## src/rtl/alu_pkg.sv

```systemverilog
// Shared definitions for the ALU result stage.
// Contents: 3-bit ALU command encodings and bit positions inside the
// {N, Z, C, V} flag vector presented to writeback.
package alu_pkg;

    localparam logic [2:0] CMD_ADD  = 3'b000;
    localparam logic [2:0] CMD_SUB  = 3'b001;
    localparam logic [2:0] CMD_XOR  = 3'b010;
    localparam logic [2:0] CMD_SLT  = 3'b011;
    localparam logic [2:0] CMD_AND  = 3'b100;
    localparam logic [2:0] CMD_NAND = 3'b101;
    localparam logic [2:0] CMD_NOR  = 3'b110;
    localparam logic [2:0] CMD_OR   = 3'b111;

    localparam int FLAG_N = 3;
    localparam int FLAG_Z = 2;
    localparam int FLAG_C = 1;
    localparam int FLAG_V = 0;

endpackage

```

## src/rtl/alu_flag_gen.sv

```systemverilog
// Combinational flag generation for the ALU result stage.
// Ports:
//   result        in  32  ALU result
//   carryout      in  1   ALU carryout
//   overflow      in  1   ALU overflow
//   zero_in       in  1   zero flag as reported by the ALU
//   command       in  3   command that produced the result
//   flags         out 4   {N, Z, C, V}
//   zero_mismatch out 1   ALU zero flag disagrees with the local zero
module alu_flag_gen
    import alu_pkg::*;
(
    input  logic [31:0] result,
    input  logic        carryout,
    input  logic        overflow,
    input  logic        zero_in,
    input  logic [2:0]  command,
    output logic [3:0]  flags,
    output logic        zero_mismatch
);

    logic is_arith;
    logic local_z;

    always_comb begin
        // Carry and overflow only mean something for ADD/SUB.
        is_arith = 1'b0;
        case (command)
            CMD_ADD, CMD_SUB: is_arith = 1'b1;
            default:          is_arith = 1'b0;
        endcase

        local_z = ~|result;

        flags         = '0;
        flags[FLAG_N] = result[31];
        flags[FLAG_Z] = local_z;
        flags[FLAG_C] = carryout & is_arith;
        flags[FLAG_V] = overflow & is_arith;

        zero_mismatch = zero_in ^ local_z;
    end

endmodule

```

## src/rtl/alu_result_stage.sv

```systemverilog
// Registered output stage behind the 32-bit ALU. Captures result, flags,
// command and tag, hands them to writeback over valid/ready with a 2-entry
// skid buffer, and keeps sticky overflow/carry/zero-check status plus a
// saturating count of accepted operations.
// Ports:
//   clk, rst_n                      clock / async active-low reset
//   in_valid, in_ready              upstream handshake (in_ready registered)
//   in_result/carryout/zero/overflow/command/tag   ALU outputs
//   out_valid, out_ready            writeback handshake
//   out_result/flags/command/tag    registered entry, flags = {N, Z, C, V}
//   clear_sticky                    clears the three sticky bits
//   sticky_ovf, sticky_carry, zero_mismatch   sticky status
//   op_count                        accepted entries, saturating
//
// Occupancy:
//   main | skid | meaning
//   0    | 0    | empty, in_ready=1
//   1    | 0    | one entry on the outputs, in_ready=1
//   1    | 1    | full, in_ready=0, skid refills main on deliver
module alu_result_stage
    import alu_pkg::*;
#(
    parameter int TAG_W = 5,
    parameter int CNT_W = 16
) (
    input  logic             clk,
    input  logic             rst_n,
    input  logic             in_valid,
    output logic             in_ready,
    input  logic [31:0]      in_result,
    input  logic             in_carryout,
    input  logic             in_zero,
    input  logic             in_overflow,
    input  logic [2:0]       in_command,
    input  logic [TAG_W-1:0] in_tag,
    output logic             out_valid,
    input  logic             out_ready,
    output logic [31:0]      out_result,
    output logic [3:0]       out_flags,
    output logic [2:0]       out_command,
    output logic [TAG_W-1:0] out_tag,
    input  logic             clear_sticky,
    output logic             sticky_ovf,
    output logic             sticky_carry,
    output logic             zero_mismatch,
    output logic [CNT_W-1:0] op_count
);

    logic [3:0] cap_flags;
    logic       cap_zero_bad;

    alu_flag_gen u_flag_gen (
        .result        (in_result),
        .carryout      (in_carryout),
        .overflow      (in_overflow),
        .zero_in       (in_zero),
        .command       (in_command),
        .flags         (cap_flags),
        .zero_mismatch (cap_zero_bad)
    );

    logic             main_valid_q, main_valid_d;
    logic [31:0]      main_result_q, main_result_d;
    logic [3:0]       main_flags_q, main_flags_d;
    logic [2:0]       main_cmd_q, main_cmd_d;
    logic [TAG_W-1:0] main_tag_q, main_tag_d;
    logic             skid_valid_q, skid_valid_d;
    logic [31:0]      skid_result_q, skid_result_d;
    logic [3:0]       skid_flags_q, skid_flags_d;
    logic [2:0]       skid_cmd_q, skid_cmd_d;
    logic [TAG_W-1:0] skid_tag_q, skid_tag_d;
    logic             sticky_ovf_q, sticky_ovf_d;
    logic             sticky_carry_q, sticky_carry_d;
    logic             zero_mm_q, zero_mm_d;
    logic [CNT_W-1:0] count_q, count_d;

    logic accept;
    logic deliver;

    assign accept  = in_valid & ~skid_valid_q;
    assign deliver = main_valid_q & out_ready;

    always_comb begin
        main_valid_d  = main_valid_q;
        main_result_d = main_result_q;
        main_flags_d  = main_flags_q;
        main_cmd_d    = main_cmd_q;
        main_tag_d    = main_tag_q;
        skid_valid_d  = skid_valid_q;
        skid_result_d = skid_result_q;
        skid_flags_d  = skid_flags_q;
        skid_cmd_d    = skid_cmd_q;
        skid_tag_d    = skid_tag_q;

        if (skid_valid_q) begin
            // in_ready is low here, so no accept can coincide with the refill.
            if (deliver) begin
                main_result_d = skid_result_q;
                main_flags_d  = skid_flags_q;
                main_cmd_d    = skid_cmd_q;
                main_tag_d    = skid_tag_q;
                skid_valid_d  = 1'b0;
            end
        end else if (accept) begin
            if (!main_valid_q || deliver) begin
                main_valid_d  = 1'b1;
                main_result_d = in_result;
                main_flags_d  = cap_flags;
                main_cmd_d    = in_command;
                main_tag_d    = in_tag;
            end else begin
                skid_valid_d  = 1'b1;
                skid_result_d = in_result;
                skid_flags_d  = cap_flags;
                skid_cmd_d    = in_command;
                skid_tag_d    = in_tag;
            end
        end else if (deliver) begin
            main_valid_d = 1'b0;
        end

        // A set on the same edge as a clear wins.
        sticky_ovf_d   = (sticky_ovf_q & ~clear_sticky)   | (accept & cap_flags[FLAG_V]);
        sticky_carry_d = (sticky_carry_q & ~clear_sticky) | (accept & cap_flags[FLAG_C]);
        zero_mm_d      = (zero_mm_q & ~clear_sticky)      | (accept & cap_zero_bad);

        count_d = count_q;
        if (accept && (count_q != {CNT_W{1'b1}})) begin
            count_d = count_q + {{(CNT_W-1){1'b0}}, 1'b1};
        end
    end

    always_ff @(posedge clk or negedge rst_n) begin
        if (!rst_n) begin
            main_valid_q   <= 1'b0;
            main_result_q  <= '0;
            main_flags_q   <= '0;
            main_cmd_q     <= '0;
            main_tag_q     <= '0;
            skid_valid_q   <= 1'b0;
            skid_result_q  <= '0;
            skid_flags_q   <= '0;
            skid_cmd_q     <= '0;
            skid_tag_q     <= '0;
            sticky_ovf_q   <= 1'b0;
            sticky_carry_q <= 1'b0;
            zero_mm_q      <= 1'b0;
            count_q        <= '0;
        end else begin
            main_valid_q   <= main_valid_d;
            main_result_q  <= main_result_d;
            main_flags_q   <= main_flags_d;
            main_cmd_q     <= main_cmd_d;
            main_tag_q     <= main_tag_d;
            skid_valid_q   <= skid_valid_d;
            skid_result_q  <= skid_result_d;
            skid_flags_q   <= skid_flags_d;
            skid_cmd_q     <= skid_cmd_d;
            skid_tag_q     <= skid_tag_d;
            sticky_ovf_q   <= sticky_ovf_d;
            sticky_carry_q <= sticky_carry_d;
            zero_mm_q      <= zero_mm_d;
            count_q        <= count_d;
        end
    end

    assign in_ready      = ~skid_valid_q;
    assign out_valid     = main_valid_q;
    assign out_result    = main_result_q;
    assign out_flags     = main_flags_q;
    assign out_command   = main_cmd_q;
    assign out_tag       = main_tag_q;
    assign sticky_ovf    = sticky_ovf_q;
    assign sticky_carry  = sticky_carry_q;
    assign zero_mismatch = zero_mm_q;
    assign op_count      = count_q;

endmodule
```

## config.mk

```make
export PLATFORM = sky130hd
export DESIGN_NAME = alu_result_stage
export DESIGN_NICKNAME = d
export VERILOG_FILES = /design/src/rtl/alu_pkg.sv /design/src/rtl/alu_flag_gen.sv /design/src/rtl/alu_result_stage.sv
export SDC_FILE = /design/constraint.sdc
export NUM_CORES = 1
export LEC_CHECK = 0
export CORE_ASPECT_RATIO = 1.4
export CORE_MARGIN = 2
export CORE_UTILIZATION = 45
export CTS_CLUSTER_SIZE = 10
export DETAILED_ROUTE_END_ITERATION = 10
export HOLD_SLACK_MARGIN = 0.05
export PLACE_DENSITY = 0.83
export SLEW_MARGIN = 10
export SYNTH_ARGS = -nofsm -noshare
export SYNTH_HDL_FRONTEND = slang
export SYNTH_SLANG_ARGS = --single-unit
```

## constraint.sdc

```tcl
create_clock -name clk -period 1.7 [get_ports clk]
set_input_delay 0.425 -clock clk [delete_from_list [all_inputs] [get_ports clk]]
set_output_delay 0.425 -clock clk [all_outputs]
set_load 0.03 [all_outputs]
```

; ---- Yosys cells after proc, flatten, opt, wreduce, memory -nomap -nowiden
; Cells that the tools add are included.
[classes]
add_sub_neg = 1
mul = 0
div = 0
n_lt_le_gt_ge = 0
n_eq_ne = 4
shift = 0
mux = 24
bitwise_logic = 17
reduce_logical = 13
[op_table]
columns = op, count
row1 = two-way mux 32 bit, 4
row2 = OR reduction 32 bit, 1
row3 = two-way mux 5 bit, 4
row4 = "adder 16 x 1 -> 16 bit, second input constant", 1
row5 = two-way mux 4 bit, 4
row6 = "inequality test 16 bit, second input constant", 1
row7 = two-way mux 3 bit, 4
row8 = AND 1 bit, 10
row9 = AND reduction 3 bit, 3
row10 = two-way mux 1 bit, 8
row11 = nonzero test 2 bit, 3
row12 = "inequality test 2 x 1 -> 1 bit, second input constant", 2
row13 = "== test 3 x 1 -> 1 bit, second input constant", 1
row14 = logical NOT 3 bit, 1
row15 = inverter 1 bit, 3
row16 = bitwise OR 1 bit, 3
row17 = logical NOT 1 bit, 2
row18 = OR reduction 2 bit, 1
row19 = logical AND 1 bit, 1
row20 = logical OR 1 bit, 1
row21 = bitwise XOR 1 bit, 1
[word_totals]
register_bits = 109
latch_bits = 0
ramBits = 0
rom_bits = 0
input_bits = 48
out_inout_bits = 65
wordCells = 73
n_memories = 0

; ---- Logic depth before layout (Yosys ltp)
[depth]
ltp_word = 7
ltp_mapped = 7
mapped_depth_nobuf = 5

; ---- By module
; Synthesis repeated with hierarchy kept, for this count alone.
[hier_totals]
cells_unflattened = 399
area_unflattened_um2 = 4739.5
[by_module_without_submodules]
columns = mod, n_inst, cells_per_inst, area_per_inst_um2, seq_area_each_um2
row1 = alu_result_stage, 1, 383, 4625.7, 2727.6
row2 = alu_flag_gen, 1, 16, 113.9, 0.0

; ---- Worst setup path before layout
; Ideal clock, no wire load.
[synth_path]
kind = flip-flop to flip-flop
start = register count_q[0] (netlist: op_count[0])
end = register count_q[1] (netlist: op_count[1])
setup_time_ps = 125
arrival_time_ps = 1713
t_required_ps = 1575
slack_ps = -138
stages_incl_launch_ff = 7
cell_sequence = dfrtp_1 > ha_1 > nand4_2 > nor3_2 > buf_4 > a21oi_2 > mux2_2
[synth_between]
elab_chain_cells = 2
[synth_lines]
columns = element, line_no
row1 = from (decl), alu_result_stage.sv:75  ; logic [CNT_W-1:0] count_q, count_d;
row2 = from (signal assigned), alu_result_stage.sv:163  ; count_q <= count_d;
row3 = "parallel branches: the longest is 2 deep, another holds adder 16 x 1 -> 16 bit", --
; Parallel ways; which one is timed is not known.
; A chain may end at the register's enable or synchronous reset.

; ---- Worst setup path after layout
[layout_path]
start = register count_q[0] (netlist: op_count[0])
end = output port op_count[0]
[layout_rtl]
columns = element, line_no
row1 = to (decl), alu_result_stage.sv:46  ; output logic [CNT_W-1:0] op_count
; No word-level cell between the ends.

==> reports/summary.md <==
Compared with the post-synthesis result, the final layout area differs by 43.9%. Across the routed clock network, the largest skew measured is 0.00479 ns. The worst setup path is captured at an output pin.

The run gives 56.9% as the sequential fraction of the synthesis area. Setup repair after global routing could not meet its margin everywhere. The data required time of the critical path was 1.27 ns. The type of the worst setup path was reg -> out.

In this run, synthesis inferred 0 flip-flops with an integrated enable. The tightest min-delay check is of the in -> async type. After filler insertion, the fill cell instance count of the layout stands at 803.

The share of the synthesized area in the top cell type was 56.9%; the synthesized instance count was 396. In this run the number of H-tree levels came out at 3. The main flop type after synthesis was dfrtp_1. Across the VDD grid, the largest voltage drop is 0.000868 V. The average detailed-routed wire length per instance was 17.0 um; the via count of the first global-routing pass was 3900.

Before CTS, the worst setup slack after placement is -0.600 ns. From left edge to right edge, the die measures 90.5 um. After synthesis, the netlist uses 38 different library cells.

No sink is reached through more buffers than the 2 on the longest clock path. Before antenna repair, the detailed router went through 4 iterations. Along the worst path, the maximum fanout reaches 3. The setup violation total in the final timing report was 0.

TritonCTS built the clock tree. In this run, synthesis produced a sequential element count of 107. After detailed routing, the number of vias per cell comes to 5.32. The final layout contains routed wiring with a total length of 11900 um. For this run, the slowest stage of the critical path takes 0.43 ns. Across the run, the number of max-cap violations was 0.

Clock tree synthesis selected as its root buffer the cell clkbuf_16. After layout, the worst setup slack is 0.00422 ns. The flow ran to the end, and the final reports show no timing, DRC or antenna violations. The initial antenna violation count came out at 0. Based on the critical path, the design can be clocked at up to 590 MHz. The congestion estimate from routability-driven global placement came to 0.930. The floorplan step defined a die boundary enclosing 11300 um2.

The post-route clock period utilization came out at 99.8%. dfrtp_1 takes more of the synthesized area than any other cell. The Yosys warning count was 0; the leakage component of the power was 3.14 nW. The count of port buffers added during placement is 112, and the number of buffers added by the clock tree synthesis step is 9. The total placed cells including tap cells was 683; the filler-free cell count of the finished design was 700.

The critical path goes through buf_4 -> dlygate4sd2_1. The post-synthesis async set-or-reset flop share came out at 100%. The power per cell area is 1810 nW/um2. The tools report the number of nets at the end of the flow as 608. Averaged over all synthesized cells, the footprint is 11.9 um2. The standard-cell row count was 44.

STA classifies the critical path startpoint as a flip-flop. Clock tree synthesis found a total of 107 sinks. The repair_antennas step left the layout with diodes totalling 0. The die height works out to 125 um. In the global route stage, overall resource usage came out at 21.2%.

The later pin in the worst-skew pair is clocked with a latency of 0.34 ns. The cell area after technology mapping was 4710 um2; the first-pass GRT wire length was 19100 um. Among all cell types in the netlist, the one instantiated most often is dfrtp_1. After legalization and detailed placement, the total HPWL measured 8510 um. Cells with a size suffix above 1 make up 27.0% of the layout.

The floorplan step defined a core boundary enclosing 10300 um2. When the netlist entered floorplanning its net count stood at 445. 113 I/O pins were placed. The headroom to the max-slew limit was 73.4%.

The shortest clock period the worst path allows after layout is 1.70 ns. Global routing finished with a remaining overflow of 0. The total via count after detailed routing came out at 3724.

The slowest stage of the critical path belongs to the cell dfrtp_2. Data arrival at the endpoint of the critical path: 1.27 ns. The first routing iteration left 203 violations.

The run gives 50 as the maximum number of pins on one net before global-route repair. The tools report the utilization after layout as 65.8%. Final hold analysis gives a worst-case slack of 0.427 ns. The count of pins over their slew limit was 0. After clock tree synthesis, the clock-pin slew on the worst setup and hold paths is 0.07 ns. The slew at the pin closest to its max-slew limit is 0.398 ns, and the post-detailed-route DRC marker count is 0. The run gives 0 as the final number of hold-violating endpoints. By area the synthesized netlist is led by dfrtp_1, mux2_2, mux2i_1. The commonest cells after synthesis are dfrtp_1, a21oi_1, nor2_1. Once detail routing completed, the nets flagged for antenna violations numbered 0. Once the floorplan was initialized, standard cells occupied 45.7% of the core.
[metal layers]
layer	routed length, um	track usage (%)	vias up	part of all wire [%]
met5	0	0	-	0
met4	286	9.14	0	2.4
met3	429	3.07	21	3.6
met2	6430	37.7	98	54
met1	4770	25.4	1888	40
li1	-	-	1717	-
[through the flow]
stage | total power [mW] | cell area [um2] | TNS [ns]
after global routing | 12.9 | 6780 | -0.102
after global placement | 10.3 | 6420 | -23.52
final | 12.3 | 6780 | 0
after floorplan | 8.04 | 4710 | 0
after detailed placement | 10.6 | 6420 | -25.63
after CTS | 12.1 | 6670 | 0
[worst max-delay path, delay by kind of cell (launching register included)]
kind,cells,cell delay (ns)
DFF,1,0.43
buffers and inverters,2,0.50
[final cells by class]
class	instances	area, um2	share of cell area, %
Multi-Input combinational cell	261	2000	29.6
Timing Repair Buffer	176	1620	23.9
Sequential cell	107	2680	39.6
Clock inverter	3	40.0	0.591
Inverter	4	15.0	0.222
Tap cell	138	173	2.55
Clock buffer	11	243	3.58
[placed cells by master, fill, tap and decap left out, types with 3 or more instances in the layout]
cell | Yosys | layout
dlymetal6s2s_1 | 0 | 8
nand4_1 | 5 | 5
dlygate4sd2_1 | 0 | 85
o21ai_0 | 3 | 3
nor4_2 | 1 | 10
inv_1 | 4 | 4
nor2_1 | 46 | 45
mux2i_1 | 40 | 40
dfrtp_1 | 107 | 104
buf_12 | 0 | 7
xor2_1 | 14 | 14
a21oi_1 | 52 | 50
nand3_1 | 6 | 5
clkbuf_16 | 0 | 10
nand2_1 | 13 | 13
dfrtp_2 | 0 | 3
clkdlybuf4s50_1 | 0 | 15
mux2_2 | 42 | 42
buf_4 | 2 | 56
[repair_timing]
item                                   in CTS  in global routing
gates resized for setup                   102                 17
setup endpoints to repair                  72                 35
endpoints found under the hold margin       3                  0
hold buffers                                1                  0
cloned                                      0                  1
pin swaps                                  14                 12
setup buffers                               1                  1
[cells by family (layout without fill, tap and decap cells)]
group	count (synthesis)	after routing	share of synthesized area, %
XOR/XNOR	14	14	2.60
AND/OR/NAND/NOR	99	99	10.9
AO/OA/AOI/OAI	65	65	7.70
flip-flops	107	107	56.9
multiplexers	82	82	18.5
adder cells (fa/ha/maj)	1	1	0.266
buffers and inverters	28	194	3.08
[worst paths after layout]
path                                             start                       endpoint  slack (ns)  cells past startpoint
hold reg to reg            skid_flags_q[1]$_DFFE_PN0P_    skid_flags_q[1]$_DFFE_PN0P_        0.50                      2
hold / removal                                   rst_n     out_result[25]$_DFFE_PN0P_        0.43                      2
setup reg to reg               op_count[1]$_DFFE_PN0P_       op_count[10]$_DFFE_PN0P_        0.04                      5
max in group asynchronous                        rst_n   skid_result_q[0]$_DFFE_PN0P_        0.70                      3
min in group clk                         in_result[25]  skid_result_q[25]$_DFFE_PN0P_        0.47                      2
setup / recovery               op_count[0]$_DFFE_PN0P_                    op_count[0]       0.004                      2
[power by group]
group | switching [mW] | total, mW | leakage, nW | internal (mW)
clock | 0.867 | 2.03 | 0.141 | 1.16
sequential | 0.778 | 4.50 | 1.26 | 3.72
combinational | 3.30 | 5.75 | 1.74 | 2.45
[sequential cells by signal (all words and copies together) (netlist names), 5 cells and up]
signal         flops
out_result        32
skid_result_q     32
skid_tag_q         5
op_count          16
out_tag            5
(Power assumes the default switching activity.)
